**config.mk**
```make
export PLATFORM = sky130hd
export DESIGN_NAME = lmc_audio_mixer
export DESIGN_NICKNAME = d
export VERILOG_FILES = /design/src/rtl/lmc_pkg.sv /design/src/rtl/lmc_mw_rx.sv /design/src/rtl/lmc_audio_mixer.sv
export SDC_FILE = /design/constraint.sdc
export NUM_CORES = 1
export LEC_CHECK = 0
export ABC_AREA = 1
export CAP_MARGIN = 20
export CORE_MARGIN = 3
export CORE_UTILIZATION = 60
export DETAILED_ROUTE_END_ITERATION = 10
export PLACE_DENSITY = 0.8
export SLEW_MARGIN = 40
export SYNTH_ARGS = -nofsm -noshare
export SYNTH_HDL_FRONTEND = slang
export SYNTH_SLANG_ARGS = --single-unit
export TNS_END_PERCENT = 1
```
**constraint.sdc**
```tcl
create_clock -name clk32 -period 6.8 [get_ports clk32]
set_input_delay 1.7 -clock clk32 [delete_from_list [all_inputs] [get_ports clk32]]
set_output_delay 1.7 -clock clk32 [all_outputs]
set_load 0.05 [all_outputs]
```
**src/rtl/lmc_pkg.sv**
```systemverilog
// Shared constants, command codes, gain ROM and arithmetic helpers for the LMC1992 mixer model.
package lmc_pkg;

    localparam int unsigned OUT_W = 16;
    localparam int unsigned SR_W  = 11;

    localparam logic [1:0] LMC_ADDR = 2'b10;

    typedef enum logic [2:0] {
        LMC_FN_MIX    = 3'd0,
        LMC_FN_BASS   = 3'd1,
        LMC_FN_TREBLE = 3'd2,
        LMC_FN_MASTER = 3'd3,
        LMC_FN_RIGHT  = 3'd4,
        LMC_FN_LEFT   = 3'd5
    } lmc_fn_e;

    localparam logic [1:0] LMC_MIX_DEF    = 2'b01;
    localparam logic [3:0] LMC_TONE_DEF   = 4'd6;
    localparam logic [5:0] LMC_MASTER_DEF = 6'd40;
    localparam logic [5:0] LMC_LR_DEF     = 6'd20;

    localparam logic [5:0] LMC_TONE_MAX   = 6'd12;
    localparam logic [5:0] LMC_MASTER_MAX = 6'd40;
    localparam logic [5:0] LMC_LR_MAX     = 6'd20;

    // round(256 * 10^(-n/10)), one entry per 2 dB attenuation step
    localparam logic [8:0] LMC_GAIN_ROM [0:39] = '{
        9'd256, 9'd203, 9'd162, 9'd128, 9'd102, 9'd81,  9'd64,  9'd51,  9'd41,  9'd32,
        9'd26,  9'd20,  9'd16,  9'd13,  9'd10,  9'd8,   9'd6,   9'd5,   9'd4,   9'd3,
        9'd3,   9'd2,   9'd2,   9'd1,   9'd1,   9'd1,   9'd1,   9'd1,   9'd0,   9'd0,
        9'd0,   9'd0,   9'd0,   9'd0,   9'd0,   9'd0,   9'd0,   9'd0,   9'd0,   9'd0
    };

    function automatic logic [8:0] lmc_gain(input logic [6:0] n);
        if (n >= 7'd40) return 9'd0;
        return LMC_GAIN_ROM[6'(n)];
    endfunction

    function automatic logic [5:0] lmc_clip(input logic [5:0] v, input logic [5:0] lim);
        return (v > lim) ? lim : v;
    endfunction

    function automatic logic [15:0] lmc_sat(input logic signed [18:0] x);
        if (x > 19'sd32767)  return 16'h7fff;
        if (x < -19'sd32768) return 16'h8000;
        return x[15:0];
    endfunction

endpackage

```
**src/rtl/lmc_mw_rx.sv**
```systemverilog
// Microwire receiver: edge-detects clock/done levels, shifts in up to 11 bits, emits addressed commands.
module lmc_mw_rx
    import lmc_pkg::*;
(
    input  logic       clk32,
    input  logic       resb,
    input  logic       i_mw_clk,
    input  logic       i_mw_data,
    input  logic       i_mw_done,
    output logic       o_cmd_valid,
    output logic [2:0] o_fn,
    output logic [5:0] o_val
);

    logic        r_clk_d;
    logic        r_done_d;
    logic [10:0] r_sr;
    logic [3:0]  r_cnt;

    logic        w_clk_rise;
    logic        w_done_rise;
    logic [10:0] w_sr_nxt;
    logic [3:0]  w_cnt_nxt;

    assign w_clk_rise  = i_mw_clk  & ~r_clk_d;
    assign w_done_rise = i_mw_done & ~r_done_d;

    // Shift happens before evaluation so a bit arriving with done is included
    always_comb begin
        w_sr_nxt  = r_sr;
        w_cnt_nxt = r_cnt;
        if (w_clk_rise) begin
            w_sr_nxt = {r_sr[9:0], i_mw_data};
            if (r_cnt != 4'(SR_W)) w_cnt_nxt = r_cnt + 4'd1;
        end
    end

    always_ff @(posedge clk32) begin
        if (!resb) begin
            r_clk_d     <= 1'b0;
            r_done_d    <= 1'b0;
            r_sr        <= '0;
            r_cnt       <= '0;
            o_cmd_valid <= 1'b0;
            o_fn        <= '0;
            o_val       <= '0;
        end else begin
            r_clk_d     <= i_mw_clk;
            r_done_d    <= i_mw_done;
            r_sr        <= w_sr_nxt;
            r_cnt       <= w_done_rise ? 4'd0 : w_cnt_nxt;
            o_cmd_valid <= w_done_rise && (w_cnt_nxt == 4'(SR_W)) && (w_sr_nxt[10:9] == LMC_ADDR);
            o_fn        <= w_sr_nxt[8:6];
            o_val       <= w_sr_nxt[5:0];
        end
    end

endmodule

```
**src/rtl/lmc_audio_mixer.sv**
```systemverilog
// LMC1992-style mixer: microwire-controlled registers, DMA/PSG mixing and 2-stage volume pipeline.
module lmc_audio_mixer
    import lmc_pkg::*;
(
    input  logic             clk32,
    input  logic             resb,
    input  logic             MW_CLK,
    input  logic             MW_DATA,
    input  logic             MW_DONE,
    input  logic             SAMPLE_EN,
    input  logic [7:0]       DMA_L,
    input  logic [7:0]       DMA_R,
    input  logic [7:0]       PSG_IN,
    output logic [OUT_W-1:0] OUT_L,
    output logic [OUT_W-1:0] OUT_R,
    output logic             OUT_VALID,
    output logic [3:0]       BASS,
    output logic [3:0]       TREBLE
);

    logic        w_cmd_valid;
    logic [2:0]  w_fn;
    logic [5:0]  w_val;

    logic [1:0]  r_mix;
    logic [3:0]  r_bass;
    logic [3:0]  r_treble;
    logic [5:0]  r_master;
    logic [5:0]  r_left;
    logic [5:0]  r_right;

    logic        r_v1;
    logic [8:0]  r_m_l;
    logic [8:0]  r_m_r;
    logic [8:0]  r_g_l;
    logic [8:0]  r_g_r;

    logic signed [7:0]  w_s_l;
    logic signed [7:0]  w_s_r;
    logic signed [7:0]  w_p;
    logic signed [7:0]  w_p_add;
    logic [8:0]         w_m_l;
    logic [8:0]         w_m_r;
    logic [6:0]         w_att_l;
    logic [6:0]         w_att_r;
    logic signed [18:0] w_prod_l;
    logic signed [18:0] w_prod_r;

    lmc_mw_rx u_mw_rx (
        .clk32       (clk32),
        .resb        (resb),
        .i_mw_clk    (MW_CLK),
        .i_mw_data   (MW_DATA),
        .i_mw_done   (MW_DONE),
        .o_cmd_valid (w_cmd_valid),
        .o_fn        (w_fn),
        .o_val       (w_val)
    );

    // Offset binary to two's complement is a flip of the msb
    assign w_s_l = {~DMA_L[7],  DMA_L[6:0]};
    assign w_s_r = {~DMA_R[7],  DMA_R[6:0]};
    assign w_p   = {~PSG_IN[7], PSG_IN[6:0]};

    always_comb begin
        w_p_add = 8'sd0;
        case (r_mix)
            2'b01:   w_p_add = w_p;
            2'b00:   w_p_add = w_p >>> 2;
            default: w_p_add = 8'sd0;
        endcase
    end

    assign w_m_l = {w_s_l[7], w_s_l} + {w_p_add[7], w_p_add};
    assign w_m_r = {w_s_r[7], w_s_r} + {w_p_add[7], w_p_add};

    assign w_att_l = 7'(LMC_MASTER_MAX - r_master) + 7'(LMC_LR_MAX - r_left);
    assign w_att_r = 7'(LMC_MASTER_MAX - r_master) + 7'(LMC_LR_MAX - r_right);

    assign w_prod_l = $signed({{10{r_m_l[8]}}, r_m_l}) * $signed({10'd0, r_g_l});
    assign w_prod_r = $signed({{10{r_m_r[8]}}, r_m_r}) * $signed({10'd0, r_g_r});

    assign BASS   = r_bass;
    assign TREBLE = r_treble;

    always_ff @(posedge clk32) begin
        if (!resb) begin
            r_mix     <= LMC_MIX_DEF;
            r_bass    <= LMC_TONE_DEF;
            r_treble  <= LMC_TONE_DEF;
            r_master  <= LMC_MASTER_DEF;
            r_left    <= LMC_LR_DEF;
            r_right   <= LMC_LR_DEF;
            r_v1      <= 1'b0;
            r_m_l     <= '0;
            r_m_r     <= '0;
            r_g_l     <= '0;
            r_g_r     <= '0;
            OUT_L     <= '0;
            OUT_R     <= '0;
            OUT_VALID <= 1'b0;
        end else begin
            if (w_cmd_valid) begin
                case (w_fn)
                    LMC_FN_MIX:    r_mix    <= w_val[1:0];
                    LMC_FN_BASS:   r_bass   <= 4'(lmc_clip(w_val, LMC_TONE_MAX));
                    LMC_FN_TREBLE: r_treble <= 4'(lmc_clip(w_val, LMC_TONE_MAX));
                    LMC_FN_MASTER: r_master <= lmc_clip(w_val, LMC_MASTER_MAX);
                    LMC_FN_RIGHT:  r_right  <= lmc_clip(w_val, LMC_LR_MAX);
                    LMC_FN_LEFT:   r_left   <= lmc_clip(w_val, LMC_LR_MAX);
                    default: ;
                endcase
            end

            // Gains are frozen with the sample so later register writes cannot touch it
            r_v1 <= SAMPLE_EN;
            if (SAMPLE_EN) begin
                r_m_l <= w_m_l;
                r_m_r <= w_m_r;
                r_g_l <= lmc_gain(w_att_l);
                r_g_r <= lmc_gain(w_att_r);
            end

            OUT_VALID <= r_v1;
            if (r_v1) begin
                OUT_L <= lmc_sat(w_prod_l);
                OUT_R <= lmc_sat(w_prod_r);
            end
        end
    end

endmodule

```
==> impl_metrics.json, run 1 <==
{
  "drv_cap": 0,
  "first_iter_violations": 725,
  "place_ws_ps": 1320,
  "whs_ps": 453,
  "portBuffers": 70,
  "die_y_um": 150,
  "final_common_cell": "nand2_1",
  "grt_start_max_net_pins": 53,
  "start_util_pct": 61.4,
  "post_drt_via_cell_ratio": 5.43,
  "path_cells": "clkinv_1 > or2_2 > fa_1 > fa_1 > inv_1 > fa_1 > fa_1 > fa_1 > ha_1 > nand2_1 > nor2_1 > nand3_1 > nand3_1 > nand2_1 > nand2_1 > nand3_2 > a21oi_4 > a21oi_1",
  "n_antenna_cell": 0,
  "fin_setup_tns_ps": 0,
  "hold_viol_final": 0,
  "gp_congestion": 0.913,
  "row_count": 52,
  "avgSynthCellArea_um2": 7.30,
  "startpoint": "r_m_r[8]",
  "grt_pass1_wl_mm": 51.1,
  "grt_pass1_vias": 10981,
  "hold_buffers": 0,
  "detail-route-antenna-nets": 0,
  "synth_top_cell_area_share_pct": 18.6,
  "cts_tree": "yes",
  "synthFlopType": "dfxtp_1",
  "cp.arrival_ps": 5830,
  "cp_slowest_cell": "fa_1",
  "crit_required_ps": 7080,
  "die_x_um": 150,
  "async_flop_share_pct": 0,
  "skew_ps": 9.28,
  "cts_max_level": 4,
  "clk_pin_slew_worst_paths_ps": 60,
  "syn-cell-area_um2": 12500,
  "dpl.hpwl_mm": 23.2,
  "setup_ws_ps": 1250,
  "critPathKind": "reg2reg",
  "cts_setup_buffers": 0,
  "slew_headroom_pct": 59.0,
  "cts.sinks": 116,
  "synth_top_cell_by_area": "dfxtp_1",
  "ys_seq_area_share_pct": 18.6,
  "routed_wl_mm": 30.2,
  "cts_buffers": 17,
  "finalPower_mw": 2.07,
  "synth_top_cells_by_area": "dfxtp_1, fa_1, ha_1, nand2_1, inv_1",
  "hp-start": "r_left[5]",
  "p_per_area_nw_per_um2": 149,
  "crit_fanout": 15,
  "period_minus_slack_ps": 5550,
  "p_leak_nw": 7.87,
  "ys_types": 43,
  "clkLatencyLatePin_ps": 430,
  "final_cell_mix": "nand2_1, inv_1, ha_1",
  "post-route-drc-count": 0,
  "clock_path_buffers": 2,
  "nNetsFinal": 2040,
  "yosys_warnings": 0,
  "post_cts_resized": 0,
  "synth-edff-count": 0,
  "area_growth_pct": 10.8,
  "peakVddDrop_uv": 123,
  "design.core.area_um2": 20400,
  "fmax_mhz": 180,
  "wl_per_cell_um": 14.9,
  "grt_remaining_overflow": 0,
  "dieArea_um2": 22600,
  "drive_gt1_share_pct": 6.55,
  "vias": 11003,
  "critical_path.most_common_cell": "fa_1",
  "synthCells": 1715,
  "reg2reg_from": "r_m_r[8]",
  "antenna_found_initial": 0,
  "critPathLaunchType": "register",
  "drtPass1Iterations": 5,
  "cts-root-buf": "clkbuf_16",
  "slew_viol_final": 0,
  "syn_nets": 2011,
  "setup_violations": 0,
  "max_stage_delay_ps": 600,
  "critPathCaptureType": "register",
  "period_share_pct": 81.7,
  "hold_path_class": "reg2reg",
  "synth-seq-cells": 116,
  "io-pin-count": 71,
  "worstMarginPinSlew_ps": 614,
  "grtUsageTotal_pct": 28.0,
  "rsz0062_at_grt": "false",
  "status": "complete, no violations"
}
cells in the mapped netlist (5+ instances only):
library cell  instances
dfxtp_1             116
clkbuf_1             56
fa_1                104
xor2_1               23
inv_1               340
xnor2_1              16
a211oi_1              6
nand3_1              46
nand3b_1              5
nand2_2              29
a21oi_1             111
ha_1                162
o21bai_1              5
a21oi_2              22
nand3_2               8
nand4_1              24
clkinv_1              6
nand2_1             392
inv_2                 6
nor2_1               90
nor3_1               11
o21ai_0              96
per-stage QoR:
step | area (um^2) | utilization, % | cells
CTS | 13900 | 68.1 | 2027
finish | 13900 | 68.1 | 2027
global placement | 13300 | 65.2 | 1995
floorplan | 12500 | - | 1715
global route | 13900 | 68.1 | 2027
detailed placement | 13300 | 65.2 | 1995
routing by layer:
metal	global-route usage, %	wire length, um	up-vias
li1	-	-	5393
met1	35.6	12700	5177
met2	48.7	14900	365
met3	4.33	1680	68
met4	9.01	836	0
met5	0	0	-
kinds of logic after synthesis:
kind of cell,Yosys count,synth area share [%]
buffers and inverters,415,12.9
adder cells (fa/ha/maj),266,32.8
flip-flops,116,18.6
AO/OA/AOI/OAI,259,11.7
AND/OR/NAND/NOR,619,21.2
multiplexers,1,0.0800
XOR/XNOR,39,2.73
flip-flops by register name, summed over array words and instances (netlist names), 2 cells and up:
signal / cells
OUT_L: 16
r_m_l: 9
u_mw_rx.r_cnt: 4
r_right: 6
TREBLE: 4
r_mix: 2
r_g_l: 9
r_g_r: 9
OUT_R: 16
r_m_r: 9
r_master: 6
BASS: 4
r_left: 6
u_mw_rx.r_sr: 11
report_power, final:
group	leakage, nW	internal [mW]	switching, mW	total [mW]
logic	6.65	0.152	0.263	0.415
registers	0.950	0.712	0.0525	0.764
clock network	0.271	0.542	0.349	0.891
total	7.87	1.41	0.664	2.07
worst paths after layout:
path | endpoint | slack [ps] | depth (start not counted)
max | OUT_R[3] | 1250 | 18
min | r_left[5] | 450 | 2
max reg2reg | OUT_R[3] | 1250 | 18
min reg2reg | r_left[5] | 450 | 2
critical path: cells and delay by family, from the launching register on:
family	cells	cell delay (ps)
buf+inv	2	280
fa+ha+maj	6	2990
flops	1	420
simple gates	8	1090
compound gates	2	620
cell type report:
| type | instances | area, um^2 |
|---|---|---|
| tap | 270 | 338 |
| clock inverter | 10 | 98.8 |
| inverter | 352 | 1320 |
| sequential | 116 | 2320 |
| fill | 1668 | 6500 |
| timing repair buffer | 73 | 718 |
| clock buffer | 22 | 484 |
| multi-input combinational | 1184 | 8580 |
No activity file was read; power rests on OpenSTA's default activity.
==> run 2, diff against run 1 <==
Settings changed: CORE_UTILIZATION 60 to 56, PLACE_DENSITY 0.8 to 0.78.
Clock period 6.8 ns to 4.9 ns, I/O delays scaled along.
==> impl_metrics.json, run 2 (synthesized netlist as in run 1, its figures left out) <==
{
  "final_common_cell": "nand2_1",
  "critPathLaunchType": "register",
  "critPathKind": "reg2reg",
  "crit_required_ps": 5210,
  "first_iter_violations": 829,
  "n_antenna_cell": 0,
  "setup_violations": 0,
  "period_minus_slack_ps": 4820,
  "skew_ps": 9.20,
  "nNetsFinal": 2091,
  "cts-root-buf": "clkbuf_16",
  "dpl_cell_area_um2": 13600,
  "drtPass1Iterations": 6,
  "regToRegSetupSlack_ps": 80,
  "design.core.area_um2": 21900,
  "clk_pin_slew_worst_paths_ps": 60,
  "hold_viol_final": 0,
  "fin_util_pct": 66.9,
  "cp.arrival_ps": 5130,
  "fin_setup_tns_ps": 0,
  "final_cell_mix": "nand2_1, inv_1, ha_1",
  "max_stage_delay_ps": 610,
  "vias": 11287,
  "reg2reg_from": "r_m_r[8]",
  "top_regs": "OUT_L (16), OUT_R (16), u_mw_rx.r_sr (11)",
  "cts_tree": "yes",
  "hold_path_depth": 2,
  "drv_cap": 0,
  "area_growth_pct": 17.0,
  "peakVddDrop_uv": 220,
  "clkLatencyLatePin_ps": 440,
  "cts_max_level": 4,
  "crit_fanout": 7,
  "path_cells": "clkinv_2 > or2_2 > fa_1 > fa_1 > inv_1 > fa_1 > fa_1 > fa_2 > ha_4 > nand2_2 > inv_1 > nand2_2 > nand2_2 > nand2_1 > nand2_1 > nand2_1 > nand2_2 > a21oi_4 > clkbuf_16 > a21oi_2",
  "slew_viol_final": 0,
  "routed_wl_mm": 31.2,
  "final_area_um2": 14600,
  "finalPower_mw": 3.01,
  "hold_path_class": "reg2reg",
  "status": "complete, no violations",
  "setup_ws_ps": 77.3,
  "p_leak_nw": 8.20,
  "cp_slowest_cell": "fa_2",
  "dp.cells": 2047,
  "layout.cells.non_filler": 2088,
  "io-pin-count": 71,
  "cts.sinks": 116,
  "wl_per_cell_um": 14.9,
  "p_per_area_nw_per_um2": 206,
  "detail-route-antenna-nets": 0,
  "cts_buffers": 17,
  "portBuffers": 70,
  "whs_ps": 457,
  "slew_headroom_pct": 47.6,
  "post_drt_via_cell_ratio": 5.41,
  "worstMarginPinSlew_ps": 778,
  "critPathCaptureType": "register",
  "grt_remaining_overflow": 0,
  "die_y_um": 155,
  "antenna_found_initial": 0,
  "gp_congestion": 0.912,
  "period_share_pct": 98.4,
  "nFillCells": 1794,
  "drive_gt1_share_pct": 13.3,
  "rsz0062_at_grt": "true",
  "hp-start": "r_right[5]",
  "fmax_mhz": 207,
  "grtUsageTotal_pct": 25.7,
  "grt_pass1_vias": 11158,
  "die_x_um": 155,
  "grt_pass1_wl_mm": 51.6,
  "regToRegEndpoint": "OUT_R[12]",
  "row_count": 54,
  "hold-path-endpoint": "r_right[5]",
  "reg2reg_depth": 20,
  "post-route-drc-count": 0,
  "start_util_pct": 57.2,
  "place_ws_ps": -48.3,
  "dieArea_um2": 24200,
  "clock_path_buffers": 2,
  "dpl.hpwl_mm": 23.5,
  "grt_start_max_net_pins": 70
}
==> run 2: changes by cell type in the layout (fill, tap and decap cells not counted), moves of 9 or more <==
cell / delta
nand2_2: +14
dfxtp_1: -22
dfxtp_2: +18
ha_1: -10
nand3_2: +9
nand3_1: -10
nand2_1: -14
buf_4: +45
==> run 2: report_power, final <==
part	switching (mW)	leakage (nW)	internal [mW]	total, mW
Clock	0.520	0.292	0.777	1.30
Combinational	0.414	6.95	0.263	0.677
Sequential	0.0459	0.960	0.988	1.03
Total	0.980	8.20	2.03	3.01
==> run 2: area by class of cell <==
cell class / count / area [um^2] / share of cell area [%]
Multi-Input combinational cell: 1186 / 8850 / 60.5
Clock buffer: 18 / 439 / 3.00
Timing Repair Buffer: 122 / 1150 / 7.83
Sequential cell: 116 / 2360 / 16.1
Clock inverter: 14 / 168 / 1.15
Inverter: 352 / 1320 / 9.04
Tap cell: 280 / 350 / 2.39
==> run 2: worst max path at each step <==
stage	startpoint	endpoint	slack (ps)	depth (start not counted)
4_1_cts	r_m_r[8]	OUT_R[2]	0.4	19
3_5_place_dp	r_m_l[8]	OUT_L[4]	-50	19
2_1_floorplan	r_m_l[8]	OUT_L[10]	-40	19
6_report	r_m_r[8]	OUT_R[12]	80	20
5_1_grt	r_m_r[8]	OUT_R[12]	-90	19
3_3_place_gp	r_m_r[8]	OUT_R[0]	20	19
==> run 2: what timing repair did <==
action	in CTS	in global routing
setup endpoints to repair	30	30
hold buffers	0	0
gates resized for setup	3	79
buffers inserted	0	5
gates cloned	0	4
pin swaps	3	29
==> run 2: per-layer routing <==
| metal | wire length [um] | vias up | global-route usage (%) | part of all wire [%] |
|---|---|---|---|---|
| met5 | 0 | - | 0 | 0 |
| met4 | 618 | 0 | 7.63 | 2.0 |
| met3 | 1470 | 54 | 3.25 | 4.7 |
| met2 | 15900 | 285 | 45.9 | 51 |
| met1 | 13200 | 5439 | 32.4 | 42 |
| li1 | - | 5509 | - | - |
==> run 2: worst max-delay path, delay by kind of cell (launching register included) <==
| family | cells | cell delay, ps |
|---|---|---|
| compound gates | 2 | 270 |
| simple gates | 8 | 890 |
| flops | 1 | 340 |
| fa+ha+maj | 6 | 2830 |
| buf+inv | 4 | 370 |
